===== src/rtl/uart_cmd_ctrl_if.sv =====
// Byte-stream and command handshake bundle for the UART command controller.
// The slave side is the controller itself; the master side is whatever
// feeds it received bytes and consumes the decoded commands.
interface uart_cmd_ctrl_if;
  logic       iRxDV;
  logic [7:0] iRxByte;
  logic [2:0] oCmd;
  logic [7:0] oArg;
  logic       oCmdValid;
  logic       iCmdReady;
  logic       oBusy;
  logic       oErr;
  logic [1:0] oErrCode;

  modport slave (
    input  iRxDV,
    input  iRxByte,
    input  iCmdReady,
    output oCmd,
    output oArg,
    output oCmdValid,
    output oBusy,
    output oErr,
    output oErrCode
  );

  modport master (
    output iRxDV,
    output iRxByte,
    output iCmdReady,
    input  oCmd,
    input  oArg,
    input  oCmdValid,
    input  oBusy,
    input  oErr,
    input  oErrCode
  );
endinterface


===== src/rtl/uart_cmd_ctrl.sv =====
// Frame decoder and command sequencer sitting behind uart_rx.
// Hunts for a sync byte, collects CMD/ARG/CHK, validates the frame and
// offers one command at a time through a valid/ready handshake. An
// inter-byte timeout abandons stalled frames; every error is reported as
// a one-cycle pulse with a cause code that is held until the next error.
module uart_cmd_ctrl #(
  parameter logic [7:0]  SYNC_BYTE    = 8'hA5,
  parameter int unsigned TIMEOUT_CLKS = 50000
) (
  input  logic            clk,
  input  logic            rst_n,
  uart_cmd_ctrl_if.slave  bus
);

  typedef enum logic [2:0] {
    IDLE,
    GET_CMD,
    GET_ARG,
    GET_CHK,
    ISSUE
  } state_e;

  localparam logic [1:0] ERR_CHECKSUM = 2'd0;
  localparam logic [1:0] ERR_OPCODE   = 2'd1;
  localparam logic [1:0] ERR_TIMEOUT  = 2'd2;
  localparam logic [1:0] ERR_OVERRUN  = 2'd3;

  // The error fires on the edge at which the counter would reach
  // TIMEOUT_CLKS-1, so the comparison is made against the value one below.
  localparam logic [19:0] TIMEOUT_LAST = 20'(TIMEOUT_CLKS - 2);

  state_e      state_q;
  logic [19:0] timeoutCnt_q;
  logic [2:0]  cmdBits_q;
  logic [7:0]  argByte_q;
  logic [2:0]  cmd_q;
  logic [7:0]  arg_q;
  logic        cmdValid_q;
  logic        busy_q;
  logic        err_q;
  logic [1:0]  errCode_q;

  logic [7:0]  frameSum;
  logic        badOpcode;

  // Opcode bytes reaching GET_ARG always have [7:3] clear, so only the low
  // three bits are stored and the checksum zero-extends them.
  assign frameSum  = {5'b0, cmdBits_q} + argByte_q;
  assign badOpcode = (bus.iRxByte[7:3] != 5'b0);

  // Frame sequencer: state, timeout counter, frame buffer and all outputs.
  always_ff @(posedge clk or negedge rst_n) begin
    if (!rst_n) begin
      state_q      <= IDLE;
      timeoutCnt_q <= '0;
      cmdBits_q    <= '0;
      argByte_q    <= '0;
      cmd_q        <= '0;
      arg_q        <= '0;
      cmdValid_q   <= 1'b0;
      busy_q       <= 1'b0;
      err_q        <= 1'b0;
      errCode_q    <= '0;
    end else begin
      err_q <= 1'b0;

      case (state_q)
        IDLE: begin
          timeoutCnt_q <= '0;
          if (bus.iRxDV && (bus.iRxByte == SYNC_BYTE)) begin
            state_q <= GET_CMD;
            busy_q  <= 1'b1;
          end
        end

        GET_CMD, GET_ARG, GET_CHK: begin
          if (bus.iRxDV) begin
            timeoutCnt_q <= '0;
            case (state_q)
              GET_CMD: begin
                if (badOpcode) begin
                  err_q     <= 1'b1;
                  errCode_q <= ERR_OPCODE;
                  state_q   <= IDLE;
                  busy_q    <= 1'b0;
                end else begin
                  cmdBits_q <= bus.iRxByte[2:0];
                  state_q   <= GET_ARG;
                end
              end
              GET_ARG: begin
                argByte_q <= bus.iRxByte;
                state_q   <= GET_CHK;
              end
              GET_CHK: begin
                if (bus.iRxByte == frameSum) begin
                  cmd_q      <= cmdBits_q;
                  arg_q      <= argByte_q;
                  cmdValid_q <= 1'b1;
                  state_q    <= ISSUE;
                end else begin
                  err_q     <= 1'b1;
                  errCode_q <= ERR_CHECKSUM;
                  state_q   <= IDLE;
                  busy_q    <= 1'b0;
                end
              end
              default: begin
                state_q <= IDLE;
                busy_q  <= 1'b0;
              end
            endcase
          end else if (timeoutCnt_q == TIMEOUT_LAST) begin
            timeoutCnt_q <= '0;
            err_q        <= 1'b1;
            errCode_q    <= ERR_TIMEOUT;
            state_q      <= IDLE;
            busy_q       <= 1'b0;
          end else begin
            timeoutCnt_q <= timeoutCnt_q + 20'd1;
          end
        end

        ISSUE: begin
          timeoutCnt_q <= '0;
          if (bus.iRxDV) begin
            err_q     <= 1'b1;
            errCode_q <= ERR_OVERRUN;
          end
          if (bus.iCmdReady) begin
            cmdValid_q <= 1'b0;
            busy_q     <= 1'b0;
            state_q    <= IDLE;
          end
        end

        default: begin
          timeoutCnt_q <= '0;
          cmdValid_q   <= 1'b0;
          busy_q       <= 1'b0;
          state_q      <= IDLE;
        end
      endcase
    end
  end

  assign bus.oCmd      = cmd_q;
  assign bus.oArg      = arg_q;
  assign bus.oCmdValid = cmdValid_q;
  assign bus.oBusy     = busy_q;
  assign bus.oErr      = err_q;
  assign bus.oErrCode  = errCode_q;

endmodule


===== src/flat_wrapper.sv =====
// flat-port wrapper written by rule: the top's interface ports become plain ports
module uart_cmd_ctrl_flat 
#(
  parameter logic [7:0]  SYNC_BYTE    = 8'hA5,
  parameter int unsigned TIMEOUT_CLKS = 50000
)
  (clk, rst_n, bus_iRxDV, bus_iRxByte, bus_iCmdReady, bus_oCmd, bus_oArg, bus_oCmdValid, bus_oBusy, bus_oErr, bus_oErrCode);
  uart_cmd_ctrl_if bus_i ();
  input  logic clk;
  input  logic rst_n;
  input wire logic [$bits(bus_i.iRxDV)-1:0] bus_iRxDV;
  input wire logic [$bits(bus_i.iRxByte)-1:0] bus_iRxByte;
  input wire logic [$bits(bus_i.iCmdReady)-1:0] bus_iCmdReady;
  output wire logic [$bits(bus_i.oCmd)-1:0] bus_oCmd;
  output wire logic [$bits(bus_i.oArg)-1:0] bus_oArg;
  output wire logic [$bits(bus_i.oCmdValid)-1:0] bus_oCmdValid;
  output wire logic [$bits(bus_i.oBusy)-1:0] bus_oBusy;
  output wire logic [$bits(bus_i.oErr)-1:0] bus_oErr;
  output wire logic [$bits(bus_i.oErrCode)-1:0] bus_oErrCode;
  assign bus_i.iRxDV = bus_iRxDV;
  assign bus_i.iRxByte = bus_iRxByte;
  assign bus_i.iCmdReady = bus_iCmdReady;
  assign bus_oCmd = bus_i.oCmd;
  assign bus_oArg = bus_i.oArg;
  assign bus_oCmdValid = bus_i.oCmdValid;
  assign bus_oBusy = bus_i.oBusy;
  assign bus_oErr = bus_i.oErr;
  assign bus_oErrCode = bus_i.oErrCode;
  uart_cmd_ctrl #(.SYNC_BYTE(SYNC_BYTE), .TIMEOUT_CLKS(TIMEOUT_CLKS)) u_core (.clk(clk), .rst_n(rst_n), .bus(bus_i));
endmodule

===== config.mk =====
export PLATFORM = sky130hd
export DESIGN_NAME = uart_cmd_ctrl_flat
export DESIGN_NICKNAME = d
export VERILOG_FILES = /design/src/rtl/uart_cmd_ctrl_if.sv /design/src/rtl/uart_cmd_ctrl.sv /design/src/flat_wrapper.sv
export SDC_FILE = /design/constraint.sdc
export NUM_CORES = 1
export LEC_CHECK = 0
export ABC_AREA = 1
export BUFFER_PORTS_ARGS = -buffer_cell sky130_fd_sc_hd__buf_4
export CELL_PAD_IN_SITES_DETAIL_PLACEMENT = 1
export CELL_PAD_IN_SITES_GLOBAL_PLACEMENT = 1
export CORE_UTILIZATION = 41
export DETAILED_ROUTE_END_ITERATION = 7
export HOLD_SLACK_MARGIN = 0.1
export PLACE_DENSITY_LB_ADDON = 0.2
export SLEW_MARGIN = 30
export SYNTH_ARGS = -nofsm -noshare
export SYNTH_HDL_FRONTEND = slang
export SYNTH_SLANG_ARGS = --single-unit

===== constraint.sdc =====
create_clock -name clk -period 5.2 [get_ports clk]
set_clock_uncertainty 0.15 [all_clocks]
set_input_delay 0.26 -clock clk [delete_from_list [all_inputs] [get_ports clk]]
set_output_delay 0.26 -clock clk [all_outputs]
set_load 0.05 [all_outputs]

Word level (Yosys, flattened, before mapping)
Cells that the tools add are included.
{"block": "word_totals", "ff_bits": 50, "in_bits": 12, "output_inout_bits": 16, "elab_cells": 81}
{"block": "op_classes", "add_sub_neg": 2, "n_eq_ne": 18, "n_mux": 37, "bitwise_logic": 2, "reduce_logical": 12}
{"cell": "$mux 20", "count": 3}
{"cell": "$add 20x1->20 const B", "count": 1}
{"cell": "$eq 20x16->1 const B", "count": 1}
{"cell": "$pmux 3 s3", "count": 2}
{"cell": "$mux 3", "count": 5}
{"cell": "$mux 1", "count": 14}
{"cell": "$mux 2", "count": 6}
{"cell": "$reduce_and 6->1", "count": 2}
{"cell": "$pmux 1 s3", "count": 3}
{"cell": "$add 3x8->8", "count": 1}
{"cell": "$eq 8x8->1", "count": 1}
{"cell": "$eq 8x8->1 const B", "count": 1}
{"cell": "$pmux 2 s2", "count": 2}
{"cell": "$reduce_and 4->1", "count": 2}
{"cell": "$eq 3x2->1 const B", "count": 2}
{"cell": "$ne 2x1->1 const B", "count": 3}
{"cell": "$ne 2x2->1 const B", "count": 3}
{"cell": "$reduce_and 3->1", "count": 2}
{"cell": "$reduce_and 5->1", "count": 1}
{"cell": "$reduce_bool 5->1", "count": 1}
{"cell": "$ne 4x2->1 const B", "count": 1}
{"cell": "$ne 4x3->1 const B", "count": 1}
{"cell": "$ne 4x4->1 const B", "count": 1}
{"cell": "$pmux 1 s2", "count": 2}
{"cell": "other kinds (9)", "count": 10}

Depth between registers and ports, before layout
{"block": "depth", "word_depth": 6, "depth_mapped": 15, "mapped_depth_nobuf": 15}

Worst setup path before layout
No wires, ideal clock.
{"block": "synth_path", "kind": "flip-flop to flip-flop", "startpoint": "register u_core.argByte_q[0]", "endpoint": "register u_core.arg_q[0], in the netlist u_core.bus.oArg[0]", "setup_ns": 0.119, "t_arrival_ns": 1.994, "required_ns": 4.931, "path_slack_ns": 2.937, "stages_incl_launch_ff": 12, "n_path_buf": 1, "synth_period_minus_slack_ns": 2.263, "path_cell_list": "dfrtp_1 ha_1 fa_1 xnor2_1 nand2_1 nor2_1 nand2_1 nor2_4 nand4_4 buf_6 nand2_2 o21ai_2"}
{"block": "synth_between", "elab_chain_cells": 3}
{"item": "start: declaration", "line": "uart_cmd_ctrl.sv:35", "text": "logic [7:0] argByte_q;"}
{"item": "start signal: assignment", "line": "uart_cmd_ctrl.sv:92", "text": "argByte_q <= bus.iRxByte;"}
{"item": "$add 3x8->8", "line": "uart_cmd_ctrl.sv:48", "text": "assign frameSum = {5'b0, cmdBits_q} + argByte_q;"}
{"item": "$eq 8x8->1", "line": "uart_cmd_ctrl.sv:96", "text": "if (bus.iRxByte == frameSum) begin"}
{"item": "$reduce_and 4->1 (no source line)"}
{"item": "end signal: assignment", "line": "uart_cmd_ctrl.sv:98", "text": "arg_q <= argByte_q;"}
{"item": "end: declaration", "line": "uart_cmd_ctrl.sv:37", "text": "logic [7:0] arg_q;"}
Several ways; a longest one is shown, not always the timed one.
A chain may end at the register's enable or synchronous reset.

Final worst setup path
{"block": "layout_path", "startpoint": "register u_core.argByte_q[0]", "endpoint": "register u_core.errCode_q[0], in the netlist u_core.bus.oErrCode[0]"}
{"block": "layout_between", "elab_chain_cells": 4}
{"item": "$add 3x8->8", "line": "uart_cmd_ctrl.sv:48"}
{"item": "$eq 8x8->1", "line": "uart_cmd_ctrl.sv:96"}
{"item": "$ne 4x4->1 (no source line)"}
{"item": "$reduce_and 6->1 (no source line)"}
{"item": "end signal: assignment", "line": "uart_cmd_ctrl.sv:63", "text": "errCode_q <= '0;"}
{"item": "end signal: assignment", "line": "uart_cmd_ctrl.sv:103", "text": "errCode_q <= ERR_CHECKSUM;"}
{"item": "end signal: assignment", "line": "uart_cmd_ctrl.sv:116", "text": "errCode_q <= ERR_TIMEOUT;"}
{"item": "end: declaration", "line": "uart_cmd_ctrl.sv:41", "text": "logic [1:0] errCode_q;"}
Every way passes these cells.

==> impl_metrics.yaml <==
outcome:
  status: "finished, final reports clean"
min_path:
  worstHoldPathCells: 3
  hp-start: "bus_iRxByte[5]"
  hold_class: "primary input to register"
setup_path:
  rrSetupSlack_ps: 2420
  cp_max_fo: 27
  reg2reg_to: "u_core.bus.oErrCode[0]"
  cpLargestDelayFamily: "simple AND/OR/NAND/NOR gates"
  path_buf_inv: 0
  cp.depth: 11
  max_stage_delay_ps: 450
  startpoint: "u_core.argByte_q[0]"
  crit-reg2reg-launch: "u_core.argByte_q[0]"
  required_ps: 5300
  arrival_ps: 2880
  end_kind: "register"
  critical_path_class: "register to register"
  crit_end: "u_core.bus.oErrCode[0]"
  cp_slowest_cell: "fa_1"
  startpoint_type: "register"
  path_cells: "ha_1, fa_1, xnor2_1, nand2_1, nor2_1, nand2_1, nor2_4, nand4_4, nand2_1, nand2_1, nand2_1"
  r2r_cells: 11
  cpMostUsedCell: "nand2_1"
floorplan:
  rows: 29
  core-area_sq_um: 6495
  die_h_um: 84.94
  initial_core_util: 0.4342
  die-area_sq_um: 7214
  num_io_pins: 28
  die-width_um: 84.94
layout:
  drive_above_1_share: 0.1888
  nets: 409
  diodes: 0
  area_growth_pct: 14.82
  utilization: 0.4986
  finalNonFillerCells: 469
yosys:
  synth.net_count: 375
  netlist.area_leader.share: 0.4437
  synth_common_cells: "nand2_1 (91), inv_1 (56), dfrtp_1 (50), nor2_1 (27), nand3_1 (19)"
  synth_area_leaders: "dfrtp_1 (44%), nand2_1 (12%), inv_1 (7.5%)"
  syn_avg_cell_area_sq_um: 7.900
  synthCells: 357
  synthFlopType: "dfrtp_1"
  synth_warnings: 0
  syn-cell-area_sq_um: 2820
  ys_seq_elements: 50
  yosysTopAreaCell: "dfrtp_1"
  async_flop_share: 1.000
  synth_most_common_cell: "nand2_1"
  ys_seq_area_frac: 0.4437
  yosysUniqueCellTypes: 32
  synth_edf_count: 0
global_routing:
  antenna_found_initial: 0
  track_usage: 0.2095
  grt_pass1_vias: 2454
  overflow: 0
  grt_max_degree: 51
  grt_pass1_wl_mm: 12.00
timing:
  period_share: 0.5338
  tns_ps: 0
  period_needed_ps: 2776
  relSlewSlack: 0.5618
  setup_viol: 0
  rsz0062_at_grt: "no"
  fmax_mhz: 360.3
  slew_viol_final: 0
  hold_viol: 0
  worstMarginPinSlew_ps: 657.2
routing:
  vias: 2340
  ant_nets: 0
  route.detailed.drc: 0
  wl_mm: 6.746
  avgViaCountPerCell: 4.989
  wl_per_cell_um: 14.38
  first_pass_iters: 6
  drt_iter0_drc: 91
clock_network:
  cts_resized: 0
  h-tree-depth: 2
  clock_latency_ps: 310
  cts.sinks: 50
  tritoncts: "yes"
  clk_path_buf_depth: 2
  cts_buffers: 5
  cts-root-buf: "clkbuf_8"
  clk_pin_slew_ps: 90
pwr:
  leakage_nw: 1.638
  power.density_nw_per_um2: 415.1
  ir_drop_v: 0.0001908
run:
  cap_violations: 0
placement:
  dpl.hpwl_mm: 5.124
  dp_cells: 457
  io_buffer_count: 27
  gp_congestion: 0.8690
==> how the worst min path moves through the flow <==
| stage | to | slack [ps] |
|---|---|---|
| finish | u_core.argByte_q[5] | 110 |
| global placement | u_core.timeoutCnt_q[5] | 180 |
| CTS | u_core.argByte_q[5] | 110 |
| floorplan | u_core.argByte_q[0] | -190 |
| global route | u_core.argByte_q[5] | 130 |
| detailed placement | u_core.timeoutCnt_q[6] | 190 |
==> what timing repair did <==
item,4_1_cts,5_1_grt
hold buffers,4,0
endpoints found under the hold margin,53,0
endpoints found under the setup margin,0,0
buffers inserted,0,0
==> layout by cell type (no fill, tap or decap) <==
master / instances
nor3_2: 2
o221a_2: 1
nand3b_1: 2
nand2_1: 91
nor3_1: 6
clkinvlp_4: 1
dfrtp_1: 50
nor2_1: 27
a21oi_2: 1
bufinv_16: 1
nor2_4: 2
nand4_4: 1
fa_1: 1
dlygate4sd3_1: 4
o21ai_0: 18
clkinv_1: 1
inv_2: 4
xnor2_1: 6
inv_1: 56
nor2_2: 2
o21a_1: 2
clkbuf_1: 1
or2_1: 1
nand4_1: 9
nand3_2: 2
nand2_2: 14
xor2_1: 6
clkbuf_8: 5
nand3_1: 19
o31ai_1: 1
o21ai_2: 11
a21oi_1: 11
buf_4: 27
ha_1: 5
a211oi_1: 1
==> per-layer routing <==
| metal | share of wire | routed length, um | GRT usage |
|---|---|---|---|
| met5 | 0 | 0 | 0 |
| met3 | 0.016 | 107 | 0.02918 |
| met1 | 0.46 | 3127 | 0.2737 |
| met2 | 0.51 | 3421 | 0.3695 |
| met4 | 0.013 | 88 | 0.04777 |
==> kinds of logic (layout without fill, tap and decap cells) <==
| family | Yosys count | in the layout | synth area share |
|---|---|---|---|
| XOR/XNOR | 12 | 12 | 0.03727 |
| flip-flops | 50 | 50 | 0.4437 |
| adder cells (fa/ha/maj) | 6 | 6 | 0.02928 |
| AO/OA/AOI/OAI | 46 | 46 | 0.1034 |
| AND/OR/NAND/NOR | 178 | 178 | 0.2941 |
| buffers and inverters | 65 | 100 | 0.09227 |
==> sequential cells by signal, summed over array words and instances, names as in the netlist <==
name / cells
u_core.bus.oBusy: 1
u_core.cmdBits_q: 3
u_core.timeoutCnt_q: 20
u_core.bus.oCmd: 3
u_core.bus.oArg: 8
u_core.bus.oCmdValid: 1
u_core.state_q: 3
u_core.argByte_q: 8
u_core.bus.oErr: 1
u_core.bus.oErrCode: 2
==> final cells by class <==
cell class | count | area [sq um]
repair buffers | 31 | 242.7
flip-flops and latches | 50 | 1251
fillers | 815 | 3257
well taps | 77 | 96.34
clock inverters | 2 | 37.54
inverters | 61 | 229.0
multi-input cells | 242 | 1309
clock buffers | 6 | 72.57
==> stage by stage <==
step,setup slack (ps),power [W],area (sq um),hold slack [ps]
floorplan,2937,0.0009225,2820,-185.6
global placement,2559,0.001054,3088,179.9
detailed placement,2449,0.001075,3088,187.9
CTS,2394,0.001365,3238,106.6
global route,2224,0.001452,3238,132.6
finish,2424,0.001344,3238,112.4
==> worst register-to-register path, delay by kind of cell (launching register included) <==
family	cells	cell delay, ps
adder cells (fa/ha/maj)	2	700
XOR/XNOR	1	190
AND/OR/NAND/NOR	8	1280
flip-flops	1	410
==> where the power goes <==
part           internal [W]  switching (W)
combinational      0.000171       0.000360
clock              0.000144       0.000133
sequential         0.000460      0.0000769
No activity file was read; power rests on OpenSTA's default activity.
